## src/rtl/fifo_wr_arbiter.sv

```systemverilog
// ============================================================================
// Module   : fifo_wr_arbiter
// Brief    : Two-requester round-robin burst arbiter for an async FIFO write port
// Revision : 1.0 - initial release
// ============================================================================
`default_nettype none

module fifo_wr_arbiter #(
    parameter int WIDTH = 8,
    parameter int BURST = 4
) (
    input  logic             clk,
    input  logic             rst,
    input  logic             req0_valid,
    input  logic [WIDTH-1:0] req0_data,
    input  logic             req0_last,
    output logic             req0_ready,
    input  logic             req1_valid,
    input  logic [WIDTH-1:0] req1_data,
    input  logic             req1_last,
    output logic             req1_ready,
    input  logic             fifo_full,
    input  logic             fifo_almost_full,
    output logic             fifo_wen,
    output logic [WIDTH-1:0] fifo_wdata,
    output logic [1:0]       grant,
    output logic             busy,
    output logic [15:0]      words_written
);

    localparam int              c_CW       = $clog2(BURST) + 1;
    localparam logic [c_CW-1:0] c_BEAT_MAX = c_CW'(BURST - 1);

    localparam logic [1:0] c_IDLE = 2'd0;
    localparam logic [1:0] c_GNT0 = 2'd1;
    localparam logic [1:0] c_GNT1 = 2'd2;

    logic [1:0]      r_state;
    logic [1:0]      w_next_state;
    logic [c_CW-1:0] r_beat_cnt;
    logic            r_last_srv;
    logic [15:0]     r_words_written;
    logic            w_sel_valid;
    logic            w_sel_last;

    assign w_sel_valid = (r_state == c_GNT0) ? req0_valid :
                         (r_state == c_GNT1) ? req1_valid : 1'b0;
    assign w_sel_last  = (r_state == c_GNT0) ? req0_last :
                         (r_state == c_GNT1) ? req1_last : 1'b0;

    // State register
    always_ff @(posedge clk) begin
        if (rst) begin
            r_state <= c_IDLE;
        end else begin
            r_state <= w_next_state;
        end
    end

    // Next-state logic; almost_full only gates the start of a burst
    always_comb begin
        w_next_state = r_state;
        case (r_state)
            c_IDLE: begin
                if (!fifo_almost_full) begin
                    if (req0_valid && req1_valid) begin
                        w_next_state = r_last_srv ? c_GNT0 : c_GNT1;
                    end else if (req0_valid) begin
                        w_next_state = c_GNT0;
                    end else if (req1_valid) begin
                        w_next_state = c_GNT1;
                    end
                end
            end
            c_GNT0, c_GNT1: begin
                if (fifo_wen) begin
                    if (w_sel_last || (r_beat_cnt == c_BEAT_MAX)) begin
                        w_next_state = c_IDLE;
                    end
                end else if (!w_sel_valid) begin
                    w_next_state = c_IDLE;
                end
            end
            default: w_next_state = c_IDLE;
        endcase
    end

    // Outputs are forced low while reset is held, even mid-burst
    always_comb begin
        req0_ready    = 1'b0;
        req1_ready    = 1'b0;
        fifo_wen      = 1'b0;
        fifo_wdata    = '0;
        grant         = 2'b00;
        busy          = 1'b0;
        words_written = 16'd0;
        if (!rst) begin
            words_written = r_words_written;
            busy          = (r_state != c_IDLE);
            grant         = {r_state == c_GNT1, r_state == c_GNT0};
            case (r_state)
                c_GNT0: begin
                    req0_ready = ~fifo_full;
                    fifo_wen   = req0_valid & ~fifo_full;
                    fifo_wdata = req0_data;
                end
                c_GNT1: begin
                    req1_ready = ~fifo_full;
                    fifo_wen   = req1_valid & ~fifo_full;
                    fifo_wdata = req1_data;
                end
                default: ;
            endcase
        end
    end

    // Beat counter, round-robin memory and write counter
    always_ff @(posedge clk) begin
        if (rst) begin
            r_beat_cnt      <= '0;
            r_last_srv      <= 1'b1;
            r_words_written <= 16'd0;
        end else begin
            if ((r_state == c_IDLE) && (w_next_state != c_IDLE)) begin
                r_beat_cnt <= '0;
            end else if (fifo_wen) begin
                r_beat_cnt <= r_beat_cnt + c_CW'(1);
            end
            if ((r_state != c_IDLE) && (w_next_state == c_IDLE)) begin
                r_last_srv <= (r_state == c_GNT1);
            end
            r_words_written <= r_words_written + {15'd0, fifo_wen};
        end
    end

endmodule

`default_nettype wire

```

## config.mk

```make
export PLATFORM = sky130hd
export DESIGN_NAME = fifo_wr_arbiter
export DESIGN_NICKNAME = d
export VERILOG_FILES = /design/src/rtl/fifo_wr_arbiter.sv
export SDC_FILE = /design/constraint.sdc
export NUM_CORES = 1
export LEC_CHECK = 0
export CORE_ASPECT_RATIO = 0.75
export CORE_UTILIZATION = 44
export CTS_CLUSTER_SIZE = 30
export DETAILED_ROUTE_END_ITERATION = 10
export GPL_ROUTABILITY_DRIVEN = 1
export PLACE_DENSITY = 0.84
export REMOVE_ABC_BUFFERS = 1
export SLEW_MARGIN = 5
export SYNTH_ARGS = -nofsm -noshare
export SYNTH_HDL_FRONTEND = slang
export SYNTH_SLANG_ARGS = --single-unit
export TNS_END_PERCENT = 30
```

## constraint.sdc

```tcl
create_clock -name clk -period 3.15 [get_ports clk]
set_input_delay 0.315 -clock clk [delete_from_list [all_inputs] [get_ports clk]]
set_output_delay 0.315 -clock clk [all_outputs]
set_load 0.02 [all_outputs]
```

== After elaboration in Yosys (flattened, before gate mapping) ==
Index checks and enable logic that the tools add are counted.

* Bits in registers: 22
* Logic and storage cells: 46

* $add $sub $neg: 2
* Eq/ne operators: 3
* Mux-type cells: 24
* Bitwise operators: 3
* Reduce and logical (&&, ||, !) cells: 10

{| class="wikitable"
|+ Operator list
! operator !! count
|-
| two-way mux 2 bit || 9
|-
| adder 16 x 1 -> 16 bit || 1
|-
| two-way mux 16 bit || 1
|-
| one-hot mux 8 bit (2 select lines) || 1
|-
| two-way mux 1 bit || 10
|-
| two-way mux 8 bit || 1
|-
| zero test 2 bit || 2
|-
| one-hot mux 2 bit (2 select lines) || 1
|-
| nonzero test 2 bit || 2
|-
| OR reduction 2 bit || 2
|-
| adder 3 x 1 -> 3 bit, second input constant || 1
|-
| == test 3 x 2 -> 1 bit, second input constant || 1
|-
| logical AND 1 bit || 3
|-
| AND 1 bit || 2
|-
| == test 2 x 1 -> 1 bit, second input constant || 1
|-
| == test 2 bit, second input constant || 1
|-
| one-hot mux 1 bit (2 select lines) || 1
|-
| logical OR 1 bit || 1
|-
| NOT 1 bit || 1
|}

== Depth between registers and ports, before layout ==
Gate-level depths: netlist of run 1.

* Word-level depth: 10
* Gate-level depth with buffers: 10
* Depth with buffers taken out: 10

== Worst setup path before layout of run 1 ==
OpenSTA, ideal clock, no wires.

* Path type: register to register
* From: register r_state[0]
* To: register r_words_written[15]
* Arrival: 2,847 ps
* Required time: 3,029 ps
* Slack: 182 ps
* Cell stages (with the launch flop): 11
* Buffers on the path: 1
* Period minus slack after synthesis: 2,968 ps
* Cell sequence: dfxtp_1 > inv_1 > ha_1 > or3b_1 > nor2_1 > ha_1 > and3_1 > clkbuf_1 > nand2_1 > nor3_1 > mux2_2

* Cells in the longest elaborated chain, start to end: 4
* Elaborated cells on any way between the ends: 5
* Classes of those cells: 1 x add/sub; 2 x eq/ne; 2 x mux

{| class="wikitable"
|+ Ends and longest elaborated chain
! element !! line !! source
|-
| start, declared || 38 || <nowiki>logic [1:0] r_state;</nowiki>
|-
| start signal, assigned || 54 || <nowiki>r_state <= c_IDLE;</nowiki>
|-
| start signal, assigned || 56 || <nowiki>r_state <= w_next_state;</nowiki>
|-
| == test 2 bit or == test 2 x 1 -> 1 bit (tied branches) || 101 || <nowiki>case (r_state)</nowiki>
|-
| one-hot mux 1 bit (2 select lines) (*) || 101 ||
|-
| two-way mux 1 bit (*) || 97 || <nowiki>if (!rst) begin</nowiki>
|-
| named net fifo_wen || 24 || <nowiki>output logic fifo_wen,</nowiki>
|-
| adder 16 x 1 -> 16 bit (*) || 132 || <nowiki>r_words_written <= r_words_written + {15'd0, fifo_wen};</nowiki>
|-
| end signal, assigned || 132 ||
|-
| end, declared || 42 || <nowiki>logic [15:0] r_words_written;</nowiki>
|}

Mark *: on every way through the listed nets, which the timed path passes. The rest lies on a longest branch.
A chain may end at the register's enable or synchronous reset.

== Final worst setup path of run 1 ==
* From: register r_state[0]
* To: register r_words_written[12]

* Cells in the longest elaborated chain, start to end: 4
* Elaborated cells on any way between the ends: 5
* Classes of those cells: 1 x add/sub; 2 x eq/ne; 2 x mux

{| class="wikitable"
|+ Ends and longest elaborated chain
! element !! line
|-
| == test 2 bit or == test 2 x 1 -> 1 bit (tied branches) || 101
|-
| one-hot mux 1 bit (2 select lines) (*) || 101
|-
| two-way mux 1 bit (*) || 97
|-
| adder 16 x 1 -> 16 bit (*) || 132
|}

Mark *: on every way between the ends. The rest lies on a longest branch, timed or not.

==> results.toml, run 1 <==
[run_status]
status = "finished, final reports clean"

[grt]
grt_pass1_wl_mm = 5.478
grt_usage_pct = 20.49
antenna_found_initial = 0
grt-ovfl-total = 0
grt_pass1_vias = 1220
grt_max_degree = 42

[job]
max_cap_violations = 0

[route]
finalWirelength_mm = 3.363
wl_per_cell_um = 12.69
viasPerCell = 5.140
drt-pass1-iter-count = 4
drt_iter0_markers = 78
drcViolationCount = 0
vias = 1362
drtAntennaViolNets = 0

[setup_path]
rrSetupSlack_ns = 0.38
path_class = "reg2reg"
timing.rr.end = "r_words_written[12]$_SDFF_PP0_"
rr_worst_depth = 10
slowest_delay_ns = 0.41
end_kind = "flop"
critical-path-slowest-cell = "dfxtp_1"
arrival_ns = 2.96
worstPathCellList = "inv_1, ha_1, or3b_1, nor2_1, ha_1, ha_1, and2_1, nand3_1, or3_1, a21oi_1"
cp.buffers_inverters = 1
worst_ep_required_time_ns = 3.34
crit_top_cell = "ha_1"
start_kind = "flop"
r2r_start = "r_state[0]$_SDFF_PP0_"
path_max_fanout = 5
path_delay_family = "simple AND/OR/NAND/NOR gates"

[sta]
worst_pin_slew_ns = 0.4122
setup_violations = 0
finalMaxSlewViolations = 0
slew_headroom_pct = 72.48
post-route-period-util_pct = 87.94
rsz0062_at_grt = "no"
period_needed_ns = 2.770
hold_slack_ns = 0.5042
worst_clock_skew_ns = 0.001809
setup_tns_ns = 0
finalWorstSetupSlack_ns = 0.3800
fmax_ghz = 0.3610
finalHoldViolCount = 0

[yosys]
synthesis.area_um2 = 1444
syn_avg_cell_area_um2 = 8.204
synth_common_cells = "nor2_1 (26), dfxtp_1 (22), nor2b_1 (22), nand2_1 (10), ha_1 (9)"
yosysMostFrequentCell = "nor2_1"
yosys_most_used_dff = "dfxtp_1"
synth_area_leaders = "dfxtp_1 (31%), nor2b_1 (9.5%), ha_1 (7.8%)"
yosysTopAreaCell = "dfxtp_1"
ys_ff_latch = 22
synth_top_cell_area_share_pct = 30.50
synthArstFlopShare_pct = 0
synth_warnings = 0
seq_area_frac_synth_pct = 30.50
syn_inst = 176
synth_edf_count = 0
yosysUniqueCellTypes = 42

[final_layout]
fill_cells = 261
syn_to_final_growth_pct = 41.07
layout.nets = 262
drive_gt1_share_pct = 6.608
finalNonFillerCells = 265
diodes = 0

[floorplan]
rows = 17
initial_core_util_pct = 47.80
dieArea_um2 = 3517
die_x_um = 68.15
ios = 54
core_area_um2 = 3020
fp.dieH_um = 51.61

[min_path]
holdPathStages = 2
min_to = "r_words_written[10]$_SDFF_PP0_"
hp-start = "r_words_written[10]$_SDFF_PP0_"
hold_class = "reg2reg"

[placed_design]
io_buffer_count = 53
place_ws_ns = 0.4244
dp.final_hpwl_mm = 2.600
dp_cells = 262
gp_congestion = 0.7948

[clocking]
cts_tree = "yes"
cts-resized-gates = 0
clock-sinks = 22
clk_pin_slew_ns = 0.07
cts_setup_buffers = 0
cts-root-buf = "clkbuf_8"
cts_buffer_depth = 2
cts_buffers = 3
cts.htree.levels = 1
cts_hold_buf = 0
clock_latency_ns = 0.26

[power_and_ir_drop]
total_power_uw = 591.3
ir_drop_uv = 245.6
power_density_nw_per_um2 = 290.3
leakage_nw = 0.7245
[placed cells by master (no fill, tap or decap), drive strengths merged, types with 2 or more instances in the layout]
cell	synthesis	final
or3	5	5
nand3	5	5
mux2i	2	2
a211oi	3	3
nand2	10	10
clkdlybuf4s50	0	53
nor3	2	2
or2b	2	2
inv	6	6
nor2b	22	22
mux2	3	3
ha	9	9
a21oi	5	5
a22oi	8	8
dfxtp	22	22
xnor2	3	3
nor2	26	26
buf	3	3
and3	2	2
and2	3	3
o21ai	3	3
xor2	7	7
nand4	4	4
clkbuf	5	3
o211ai	2	2
[final cells by class]
class                           count  area [um2]  area share [%]
Inverter                            6       22.52           1.106
Sequential cell                    22       440.4           21.62
Multi-Input combinational cell    140       932.1           45.76
Tap cell                           38       47.55           2.334
Timing Repair Buffer               56       553.0           27.15
Clock buffer                        3       41.29           2.027
[where the power goes]
group | switching [mW] | internal, mW | total [mW]
clock | 0.0832 | 0.0852 | 0.168
combinational | 0.0647 | 0.0704 | 0.135
sequential | 0.00499 | 0.283 | 0.288
[how the worst max path moves through the flow]
stage / start / to / slack, ns / depth (start not counted)
5_1_grt: r_state[1]$_SDFF_PP0_ / r_words_written[12]$_SDFF_PP0_ / 0.19 / 10
2_1_floorplan: r_state[0]$_SDFF_PP0_ / r_words_written[12]$_SDFF_PP0_ / 0.19 / 10
4_1_cts: r_state[0]$_SDFF_PP0_ / fifo_wen / 0.39 / 6
3_3_place_gp: r_state[0]$_SDFF_PP0_ / r_words_written[12]$_SDFF_PP0_ / 0.54 / 10
3_5_place_dp: r_state[1]$_SDFF_PP0_ / r_words_written[12]$_SDFF_PP0_ / 0.42 / 10
6_report: r_state[0]$_SDFF_PP0_ / r_words_written[12]$_SDFF_PP0_ / 0.38 / 10
[worst min-delay path, delay by kind of cell (launching register included)]
family / cells / cell delay [ns]
DFF: 1 / 0.33
AOI/OAI and AO/OA: 2 / 0.13
[metrics by stage]
stage / utilization [%] / instance area (um2)
6_report: 67.44 / 2037
2_1_floorplan: - / 1395
3_5_place_dp: 66.07 / 1996
4_1_cts: 67.44 / 2037
5_1_grt: 67.44 / 2037
3_3_place_gp: 66.07 / 1996
[per-layer routing]
metal	global-route usage [%]	up-vias	share of wire [%]	wire length [um]
met5	0	-	0	0
met4	3.472	0	0	0
met3	4.605	0	5.6	189
met2	29.90	36	41	1381
met1	30.60	611	53	1793
li1	-	715	-	-
[state kept, by name, indices dropped and copies added, names as in the netlist]
name / flops
r_state: 2
r_words_written: 16
r_beat_cnt: 3
r_last_srv: 1
[cell families after synthesis]
group                    Yosys count  share of synthesized area [%]
AO/OA/AOI/OAI                     28                          14.64
flip-flops                        22                          30.50
adder cells (fa/ha/maj)            9                          7.799
AND/OR/NAND/NOR                   88                          32.32
XOR/XNOR                          10                          6.066
multiplexers                       5                          3.726
buffers and inverters             14                          4.938
No activity file was read; power rests on OpenSTA's default activity.
==> inputs of run 2 (changes only) <==
Settings changed: ABC_CLOCK_PERIOD_IN_PS from default to 3150, CORE_ASPECT_RATIO 0.75 to 0.7, TNS_END_PERCENT 30 to 100.
==> results.toml, run 2 (synthesis results as in run 1) <==
[power_and_ir_drop]
leakage_nw = 0.7317
total_power_uw = 623.2
ir_drop_uv = 253.8
power_density_nw_per_um2 = 304.3

[sta]
setup_tns_ns = 0
post-route-period-util_pct = 88.37
worst_pin_slew_ns = 0.3962
fmax_ghz = 0.3592
setup_violations = 0
finalMaxSlewViolations = 0
slew_headroom_pct = 73.55
finalHoldViolCount = 0
period_needed_ns = 2.784
hold_slack_ns = 0.5059
rsz0062_at_grt = "no"
worst_clock_skew_ns = 0.005024

[placed_design]
dp.final_hpwl_mm = 2.688
io_buffer_count = 53
gp_congestion = 0.8443

[run_status]
status = "finished with violations"
violations = "design-rule violations"

[setup_path]
path_class = "reg2reg"
crit_top_cell = "ha_1"
arrival_ns = 2.98
slowest_delay_ns = 0.42
end_kind = "flop"
worstPathCellList = "inv_1, ha_1, or3b_1, nor2_1, ha_1, ha_1, and2_1, nand3_1, or3_1, a21oi_1"
worst_ep_required_time_ns = 3.35
start_kind = "flop"
critical-path-slowest-cell = "dfxtp_1"
path_max_fanout = 5

[floorplan]
ios = 54
core_area_um2 = 2963
initial_core_util_pct = 48.73
die_x_um = 70.47
dieArea_um2 = 3519
fp.dieH_um = 49.93
rows = 16

[clocking]
cts.htree.levels = 1
cts_tree = "yes"
cts_hold_buf = 0
clock_latency_ns = 0.26
cts_buffer_depth = 2
cts-root-buf = "clkbuf_8"
cts_setup_buffers = 0
cts_buffers = 3
clock-sinks = 22
cts-resized-gates = 0
clk_pin_slew_ns = 0.08

[final_layout]
ff_latch_area_um2 = 440.4
fill_cells = 244
diodes = 0
final_common_cell = "clkdlybuf4s50_1"
largest_reg_flops = 16
drive_gt1_share_pct = 7.018
reg_top3 = "r_words_written x16, r_beat_cnt x3, r_state x2"
multi_input_area_um2 = 932.1
regMostFlops = "r_words_written"
syn_to_final_growth_pct = 41.85
final_cell_mix = "clkdlybuf4s50_1 (53), nor2_1 (26), nor2b_1 (22), dfxtp_1 (22), nand2_1 (10)"
layout.nets = 262

[route]
drt-pass1-iter-count = 7
viasPerCell = 5.178
wl_per_cell_um = 13.14
top_layer_used = "met4"
dr_wl_met3_um = 170
drtAntennaViolNets = 0
routed-wl-met2_mm = 1.412
drt-met1-wl_mm = 1.877
finalWirelength_mm = 3.468
vias = 1367
drt_iter0_markers = 84
drcViolationCount = 2

[job]
max_cap_violations = 0

[min_path]
hold_class = "reg2reg"

[grt]
antenna_found_initial = 0
grt-ovfl-total = 0
grt_pass1_vias = 1107
grt_usage_pct = 20.39
grt_max_degree = 42
grt_pass1_wl_mm = 5.671
-- run 2: cell types whose count changed in the layout (fill, tap and decap cells not counted), sizes merged --
cell / change
clkbuf: +1
-- run 2: through the flow --
step                      area [um2]  instances  utilization (%)  worst slack, ns
after floorplan                 1395        168                -           0.1885
after global placement          1993        260            67.27           0.5277
after detailed placement        1993        260            67.27           0.4204
after CTS                       2048        264            69.13           0.3738
after global routing            2048        264            69.13           0.1225
final                           2048        264            69.13           0.3664
-- run 2: worst paths after layout --
check,startpoint,endpoint,slack [ns],cells past startpoint
max,r_state[0]$_SDFF_PP0_,r_words_written[12]$_SDFF_PP0_,0.37,10
min,r_beat_cnt[1]$_SDFFE_PP0N_,r_beat_cnt[1]$_SDFFE_PP0N_,0.51,2
max reg2reg,r_state[0]$_SDFF_PP0_,r_words_written[12]$_SDFF_PP0_,0.37,10
min reg2reg,r_beat_cnt[1]$_SDFFE_PP0N_,r_beat_cnt[1]$_SDFFE_PP0N_,0.51,2
-- run 2: worst max-delay path: cells and delay by family (launching register included) --
| kind | cells | cell delay (ns) |
|---|---|---|
| simple gates | 5 | 1.31 |
| buf+inv | 1 | 0.11 |
| flops | 1 | 0.42 |
| fa+ha+maj | 3 | 0.74 |
| compound gates | 1 | 0.14 |
-- run 2: power by group --
part	switching, mW	internal, mW
combinational	0.0652	0.0704
sequential	0.00531	0.283
clock	0.0882	0.111
total	0.159	0.464
-- run 2: metal layers --
| metal | GRT usage (%) | up-vias |
|---|---|---|
| li1 | - | 716 |
| met5 | 0 | - |
| met3 | 4.703 | 2 |
| met1 | 32.22 | 617 |
| met4 | 2.041 | 0 |
| met2 | 28.16 | 32 |
-- run 2: area by class of cell --
| class | instances | area share [%] |
|---|---|---|
| Multi-Input combinational cell | 140 | 45.51 |
| Timing Repair Buffer | 56 | 27.00 |
| Sequential cell | 22 | 21.50 |
| Clock buffer | 4 | 2.688 |
| Tap cell | 36 | 2.199 |
| Inverter | 6 | 1.100 |
